==> config.mk <==
export PLATFORM = sky130hd
export DESIGN_NAME = bcd_serial_adder_ctrl
export DESIGN_NICKNAME = d
export VERILOG_FILES = /design/src/rtl/bcd_serial_adder_ctrl.sv
export SDC_FILE = /design/constraint.sdc
export NUM_CORES = 1
export LEC_CHECK = 0
export CORE_AREA = 2 2 104 106
export CTS_CLUSTER_SIZE = 14
export DETAILED_ROUTE_END_ITERATION = 8
export DIE_AREA = 0 0 106 108
export GPL_TIMING_DRIVEN = 0
export HOLD_SLACK_MARGIN = 0.1
export PLACE_DENSITY = 0.82
export SLEW_MARGIN = 30
export SYNTH_ARGS = -nofsm -noshare
export SYNTH_HDL_FRONTEND = slang
export SYNTH_HIERARCHICAL = 1
export SYNTH_SLANG_ARGS = --single-unit
==> constraint.sdc <==
create_clock -name clk -period 4.7 [get_ports clk]
set_input_delay 0.94 -clock clk [delete_from_list [all_inputs] [get_ports clk]]
set_output_delay 0.94 -clock clk [all_outputs]
set_load 0.01 [all_outputs]
==> src/rtl/bcd_serial_adder_ctrl.sv <==
// Digit-serial BCD add/subtract: one decimal digit slice stepped over SIZE digits,
// least-significant digit first, with start/busy/done handshake.

module bcd_digit_slice (
   input  logic [3:0] a,
   input  logic [3:0] b,
   input  logic       sub,
   input  logic       cin,
   output logic [3:0] dig,
   output logic       cout
);
   logic [3:0] b_eff;
   logic [4:0] s;

   always_comb begin
      // nine's complement of B; the +1 for ten's complement enters via the initial carry
      b_eff = sub ? (4'd9 - b) : b;
      s     = {1'b0, a} + {1'b0, b_eff} + {4'd0, cin};
      if (s > 5'd9) begin
         dig  = 4'(s - 5'd10);
         cout = 1'b1;
      end else begin
         dig  = s[3:0];
         cout = 1'b0;
      end
   end
endmodule

module bcd_serial_adder_ctrl #(
   parameter int SIZE = 8
) (
   input  logic              clk,
   input  logic              rst_n,
   input  logic              start,
   input  logic              op,
   input  logic [SIZE*4-1:0] A,
   input  logic [SIZE*4-1:0] B,
   output logic              busy,
   output logic              done,
   output logic [SIZE*4-1:0] Answer,
   output logic              carry_out,
   output logic              error
);
   localparam int IDXW = (SIZE > 1) ? $clog2(SIZE) : 1;

   typedef enum logic [1:0] {IDLE, RUN, DONE} state_t;

   state_t            state_q, state_d;
   logic [IDXW-1:0]   idx_q, idx_d;
   logic              carry_q, carry_d;
   logic              op_q, op_d;
   logic [SIZE*4-1:0] a_q, a_d, b_q, b_d, ans_q, ans_d;
   logic              cout_q, cout_d, err_q, err_d;
   logic [3:0]        dig;
   logic              dig_cout;

   function automatic logic has_bad_digit(input logic [SIZE*4-1:0] v);
      has_bad_digit = 1'b0;
      for (int i = 0; i < SIZE; i++)
         if (v[4*i +: 4] > 4'd9) has_bad_digit = 1'b1;
   endfunction

   bcd_digit_slice u_slice (
      .a    (a_q[{idx_q, 2'b00} +: 4]),
      .b    (b_q[{idx_q, 2'b00} +: 4]),
      .sub  (op_q),
      .cin  (carry_q),
      .dig  (dig),
      .cout (dig_cout)
   );

   always_comb begin
      state_d = state_q;
      idx_d   = idx_q;
      carry_d = carry_q;
      op_d    = op_q;
      a_d     = a_q;
      b_d     = b_q;
      ans_d   = ans_q;
      cout_d  = cout_q;
      err_d   = err_q;
      case (state_q)
         IDLE: begin
            if (start) begin
               a_d    = A;
               b_d    = B;
               op_d   = op;
               ans_d  = '0;
               cout_d = 1'b0;
               err_d  = 1'b0;
               if (has_bad_digit(A) || has_bad_digit(B)) begin
                  err_d   = 1'b1;
                  state_d = DONE;
               end else begin
                  idx_d   = '0;
                  carry_d = op;
                  state_d = RUN;
               end
            end
         end
         RUN: begin
            ans_d[{idx_q, 2'b00} +: 4] = dig;
            carry_d = dig_cout;
            if (idx_q == IDXW'(SIZE - 1)) begin
               cout_d  = dig_cout;
               state_d = DONE;
            end else begin
               idx_d = idx_q + 1'b1;
            end
         end
         DONE:    state_d = IDLE;
         default: state_d = IDLE;
      endcase
   end

   always_ff @(posedge clk or negedge rst_n) begin
      if (!rst_n) begin
         state_q <= IDLE;
         idx_q   <= '0;
         carry_q <= 1'b0;
         op_q    <= 1'b0;
         a_q     <= '0;
         b_q     <= '0;
         ans_q   <= '0;
         cout_q  <= 1'b0;
         err_q   <= 1'b0;
      end else begin
         state_q <= state_d;
         idx_q   <= idx_d;
         carry_q <= carry_d;
         op_q    <= op_d;
         a_q     <= a_d;
         b_q     <= b_d;
         ans_q   <= ans_d;
         cout_q  <= cout_d;
         err_q   <= err_d;
      end
   end

   assign busy      = (state_q == RUN) || (state_q == DONE);
   assign done      = (state_q == DONE);
   assign Answer    = ans_q;
   assign carry_out = cout_q;
   assign error     = err_q;
endmodule

Word level (Yosys, flattened, before mapping)

Index checks and enable logic that the tools add are counted.

Output and inout port bits: 36
Input bits: 68
Word-level logic and storage cells: 94
Flip-flop bits (word level): 105

Magnitude comparators: 17
Equal/unequal tests: 7
Muxes and demuxes: 41
Add/subtract/negate cells: 6
Shifts and indexed selects: 4
Reduce and logical (&&, ||, !) cells: 10

Operators by type and width:

| kind                                                          | count |
|---|---|
| greater-than comparator 4 bit, second input constant          | 16 |
| one-hot mux 32 bit (2 select lines)                           | 1 |
| indexed part select 32 x 6 -> 4 bit                           | 2 |
| bitwise mux 32 bit                                            | 1 |
| two-way mux 32 bit                                            | 1 |
| variable shift 4 x 7 -> 32 bit, first input constant          | 1 |
| indexed part select 4 x 7 -> 32 bit                           | 1 |
| two-way mux 1 bit                                             | 26 |
| two-way mux 3 bit                                             | 3 |
| two-way mux 4 bit                                             | 2 |
| != test 2 bit, second input constant                          | 4 |
| negator 5 -> 7 bit                                            | 1 |
| two-way mux 2 bit                                             | 3 |
| one-hot mux 3 bit (2 select lines)                            | 1 |
| AND reduction 2 bit                                           | 3 |
| AND reduction 3 bit                                           | 2 |
| adder 4 x 4 -> 5 bit                                          | 1 |
| adder 5 x 1 -> 5 bit                                          | 1 |
| greater-than comparator 5 x 4 -> 1 bit, second input constant | 1 |
| one-hot mux 1 bit (2 select lines)                            | 2 |
| one-hot mux 2 bit (2 select lines)                            | 1 |
| AND reduction 4 bit                                           | 1 |
| subtractor 4 bit, first input constant                        | 1 |
| subtractor 4 bit, second input constant                       | 1 |
| other kinds (7)                                               | 8 |

Longest topological paths before layout

Depth after elaboration: 15
Mapped depth: 19
Gate-level depth less buffers: 17

Cells and area by module

Netlist, hierarchy kept.

Modules (own cells, without submodules):

| module                | cells each | area each (µm²) | seq. area each (µm²) | instances |
|---|---|---|---|---|
| bcd_serial_adder_ctrl | 388        | 4987.3          | 2627.5               | 1 |
| bcd_digit_slice       | 35         | 277.8           | 0.0                  | 1 |

Least setup slack after synthesis

No wires, ideal clock.

Kind: register to register
Start: register idx_q[0]
End: register ans_q[11], in the netlist Answer[11]
Path slack: 0.975 ns
Path buffers: 2
Cell stages (with the launch flop): 17
Data required time: 4.582 ns
Library setup time: 0.118 ns
Clock period less this slack: 3.725 ns
Arrival: 3.607 ns
Cells stage by stage: dfrtp_1 buf_2 mux4_2 nand2_1 nand2_1 xnor2_1 fa_1 inv_1 fa_1 xnor2_1 ha_1 a31o_1 a2111oi_0 a21oi_1 clkbuf_2 and4b_1 a21o_1

Longest elaborated chain between the ends: 10
Elaborated cells on any way between the ends: 14
Classes of those cells: add/sub (5); order compare (1); shift (4); mux (4)

Ends and longest elaborated chain:

| item                                                                              | RTL line | RTL |
|---|---|---|
| from (decl)                                                                       | 49       | `logic [IDXW-1:0] idx_q, idx_d;` |
| from (signal assigned)                                                            | 129      | `idx_q <= idx_d;` |
| indexed part select 32 x 6 -> 4 bit                                               | 65       | `.b (b_q[{idx_q, 2'b00} +: 4]),` |
| subtractor 4 bit                                                                  | 17       | `b_eff = sub ? (4'd9 - b) : b;` |
| two-way mux 4 bit                                                                 | 17       |  |
| adder 4 x 4 -> 5 bit (*)                                                          | 18       | `s = {1'b0, a} + {1'b0, b_eff} + {4'd0, cin};` |
| adder 5 x 1 -> 5 bit (*)                                                          | 18       |  |
| subtractor 4 bit / greater-than comparator 5 x 4 -> 1 bit (equally long branches) | 20, 19   |  |
| two-way mux 4 bit (*)                                                             | 19       | `if (s > 5'd9) begin` |
| net dig[3]                                                                        | 54       | `logic [3:0] dig;` |
| indexed part select 4 x 7 -> 32 bit (*)                                           | 102      | `ans_d[{idx_q, 2'b00} +: 4] = dig;` |
| bitwise mux 32 bit (*)                                                            | 102      |  |
| one-hot mux 32 bit (2 select lines) (*)                                           | 82       | `case (state_q)` |
| to (signal assigned)                                                              | 134      | `ans_q <= ans_d;` |
| to (decl)                                                                         | 52       | `logic [SIZE*4-1:0] a_q, a_d, b_q, b_d, ans_q, ans_d;` |

Mark *: on every way through the listed nets, which the timed path passes. The rest lies on a longest branch.
A chain may end at the register's enable or synchronous reset.

Worst setup path after layout

Ends and elaborated chain as after synthesis.

==> results.ini <==
[outcome]
outcome=complete, no violations

[clocking]
htree_levels=3
clkLatencyLatePin_ns=0.38
cts.sink_count=105
ctsResizeCount=0
cts-buffers-inserted=9
cts_tree=done
postCtsSetupBuffers=0
ctsHoldBuffers=0
cts_buffer_depth=2
cts-root-buf=clkbuf_8
path_clk_slew_ns=0.10

[sta]
finalSetupViolCount=0
totalNegativeSetupSlack_ns=0
max_slew_margin_pct=66.6
rsz0062_at_grt=no
timing.fmax_mhz=234
drv_slew=0
fin_worst_skew_ns=0.0113
fin_crit_ns=4.28
final.period_utilization_pct=91.0
worstMarginPinSlew_ns=0.496
hold_viol_final=0

[route]
drc=0
ant_nets=0
routed_wl_um=12100
drt_iter0_drc=116
wl_per_cell_um=17.9
viasPerCell=5.67
routed-via-count=3842
first_pass_iters=4

[yosys]
synth_top_area_share_pct=49.9
ys_seq_area_share_pct=49.9
synth.largest_area_cell=dfrtp_1
ys_types=56
synth_edf_count=0
ys_ff_latch=105
synth_top_family_by_area=multiplexers
yosys-top-cells-count=dfrtp_1 (105), mux2_2 (66), nand2_1 (54)
synthCells=423
synth-main-ff-cell=dfrtp_1
synth_fp_nets=507
syn_area_um2=5270
synth_simple_gate_area_share_pct=9.58
yosysWarnings=6
synth_compound_area_share_pct=11.0
synthArstFlopShare_pct=100
synth_xor_xnor_area_share_pct=0.665
synth.area.mux_share_pct=21.6
synth.area.top_cells=dfrtp_1 (50%), mux2_2 (14%), mux4_2 (5.6%)
postSynthAreaPerCell_um2=12.4
synth_fa_ha_area_share_pct=4.09
yosysMostFrequentCell=dfrtp_1

[die]
die_area_um2=11400
die_x_um=106
start_util_pct=51.5
design.core.area_um2=10200
rows=37
die_h_um=108
io_pins=104

[flow_run]
cap_violations=0

[critical_path]
cp.required_ns=4.97
critical_path.startpoint=idx_q[0]
cp-start-kind=register
crit_arrival_ns=4.55
critical_path.max_fanout=10
reg2regPathDepth=16
worstSetupPathType=reg -> reg
worstReg2RegStart=idx_q[0]
crit_path_end_kind=register

[power_and_ir_drop]
peakVddDrop_mv=0.628
p_leak_nw=2.78
swShare_pct=40.0
switching_power_mw=1.51
powerDensity_nw_per_um2=565
p_total_mw=3.77
p_comb_share_pct=50.4
p_int_mw=2.26
seq_power_share_pct=35.8
p_clk_share_pct=13.8

[cells_and_area]
antennaDiodeCount=0
nNetsFinal=622
seqCellArea_um2=2630
post-route-cell-area_um2=6670
drive_above_1_share_pct=24.5
area_growth_pct=26.7
final_cells=678
fillCellCount=789
multiInputGateArea_um2=2470

[global_route]
grt_usage_pct=22.4
grt_pass1_wl_um=19900
grt_max_degree=75
grt_antenna_before_repair=0
grt_pass1_vias=4003
overflow=0

[place]
place.gp.congestion=0.872
post-dp-hpwl_um=9420
place_area_um2=6490
dp.cells=663
numPortBuffers=103

[worst_hold_path]
hold_class=in -> async

[flip-flops by register name (all words and copies together) (netlist names)]
register and flops:
carry_q 1, carry_out 1, op_q 1, a_q 32, error 1, idx_q 3, Answer 32, state_q 2
b_q 32
[path summary, 6_finish.rpt]
kind / end / slack [ns]
worst max-delay path: Answer[11] / 0.42
worst min-delay path: Answer[16] / 0.42
worst max register to register: Answer[11] / 0.42
worst min register to register: Answer[11] / 0.50
max in group asynchronous: idx_q[2] / 3.63
min in group clk: Answer[11] / 0.50
[routing by layer]
metal	vias up	share of wire (%)	GRT usage (%)
met2	121	52	39.9
met3	24	4.2	3.01
met4	0	2.8	9.77
met1	1929	41	27.6
met5	-	0	0
li1	1768	-	-
[power by group through the flow]
stage / clock, mW / sequential [mW] / combinational (mW)
floorplan: 0 / 1.30 / 1.41
global route: 0.566 / 1.38 / 2.08
CTS: 0.527 / 1.35 / 1.92
global placement: 0 / 1.34 / 1.84
finish: 0.521 / 1.35 / 1.90
detailed placement: 0 / 1.37 / 1.92
[final cells by class]
type / count / area share [%]
plain buffers: 21 / 1.65
clock buffers: 9 / 1.86
clock inverters: 6 / 0.788
inverters: 15 / 0.844
multi-input cells: 282 / 37.0
flip-flops and latches: 105 / 39.4
well taps: 136 / 2.55
repair buffers: 104 / 15.9
[cell families after synthesis]
family,Yosys count
flops,105
simple gates,95
mux,84
compound gates,83
buf+inv,36
fa+ha+maj,16
xor+xnor,4
[worst max-delay path, stage by stage, from the launching register on]
cell and delay (ns):
dfrtp_1 0.46, buf_2 0.37, mux4_2 0.58, nand2_1 0.08, nand2_1 0.06, xnor2_1 0.19, fa_1 0.22, inv_1 0.05
fa_1 0.40, xnor2_1 0.19, ha_1 0.25, a31o_1 0.20, a2111oi_0 0.47, a21oi_1 0.07, clkbuf_2 0.20, and4b_1 0.23
a21o_1 0.15
[metrics by stage]
stage	setup WS, ns	util (%)	hold WS, ns
floorplan	0.975	-	0.470
global placement	-1.06	63.2	0.464
detailed placement	0.419	63.5	0.478
CTS	0.383	65.2	0.423
global route	0.184	65.2	0.436
finish	0.421	65.2	0.420
[cells in the final DEF (no fill, tap or decap), drive strengths merged, types with 2 or more instances in the layout]
master and n:
dfrtp 105, o21a 2, mux2 67, a21oi 6
mux4 16, nor2b 4, nand2 54, clkinv 3
o2bb2ai 3, a21o 3, and2 2, ha 14
clkinvlp 2, a32o 2, nand4 5, nor2 8
fa 2, inv 16, nand2b 2, xnor2 4
clkbuf 16, or2 3, buf 16, clkdlybuf4s50 102
nand3b 3, a22o 18, a31oi 4, o21ai 39
nor4 2, nor3 4
No activity file was read; power rests on OpenSTA's default activity.
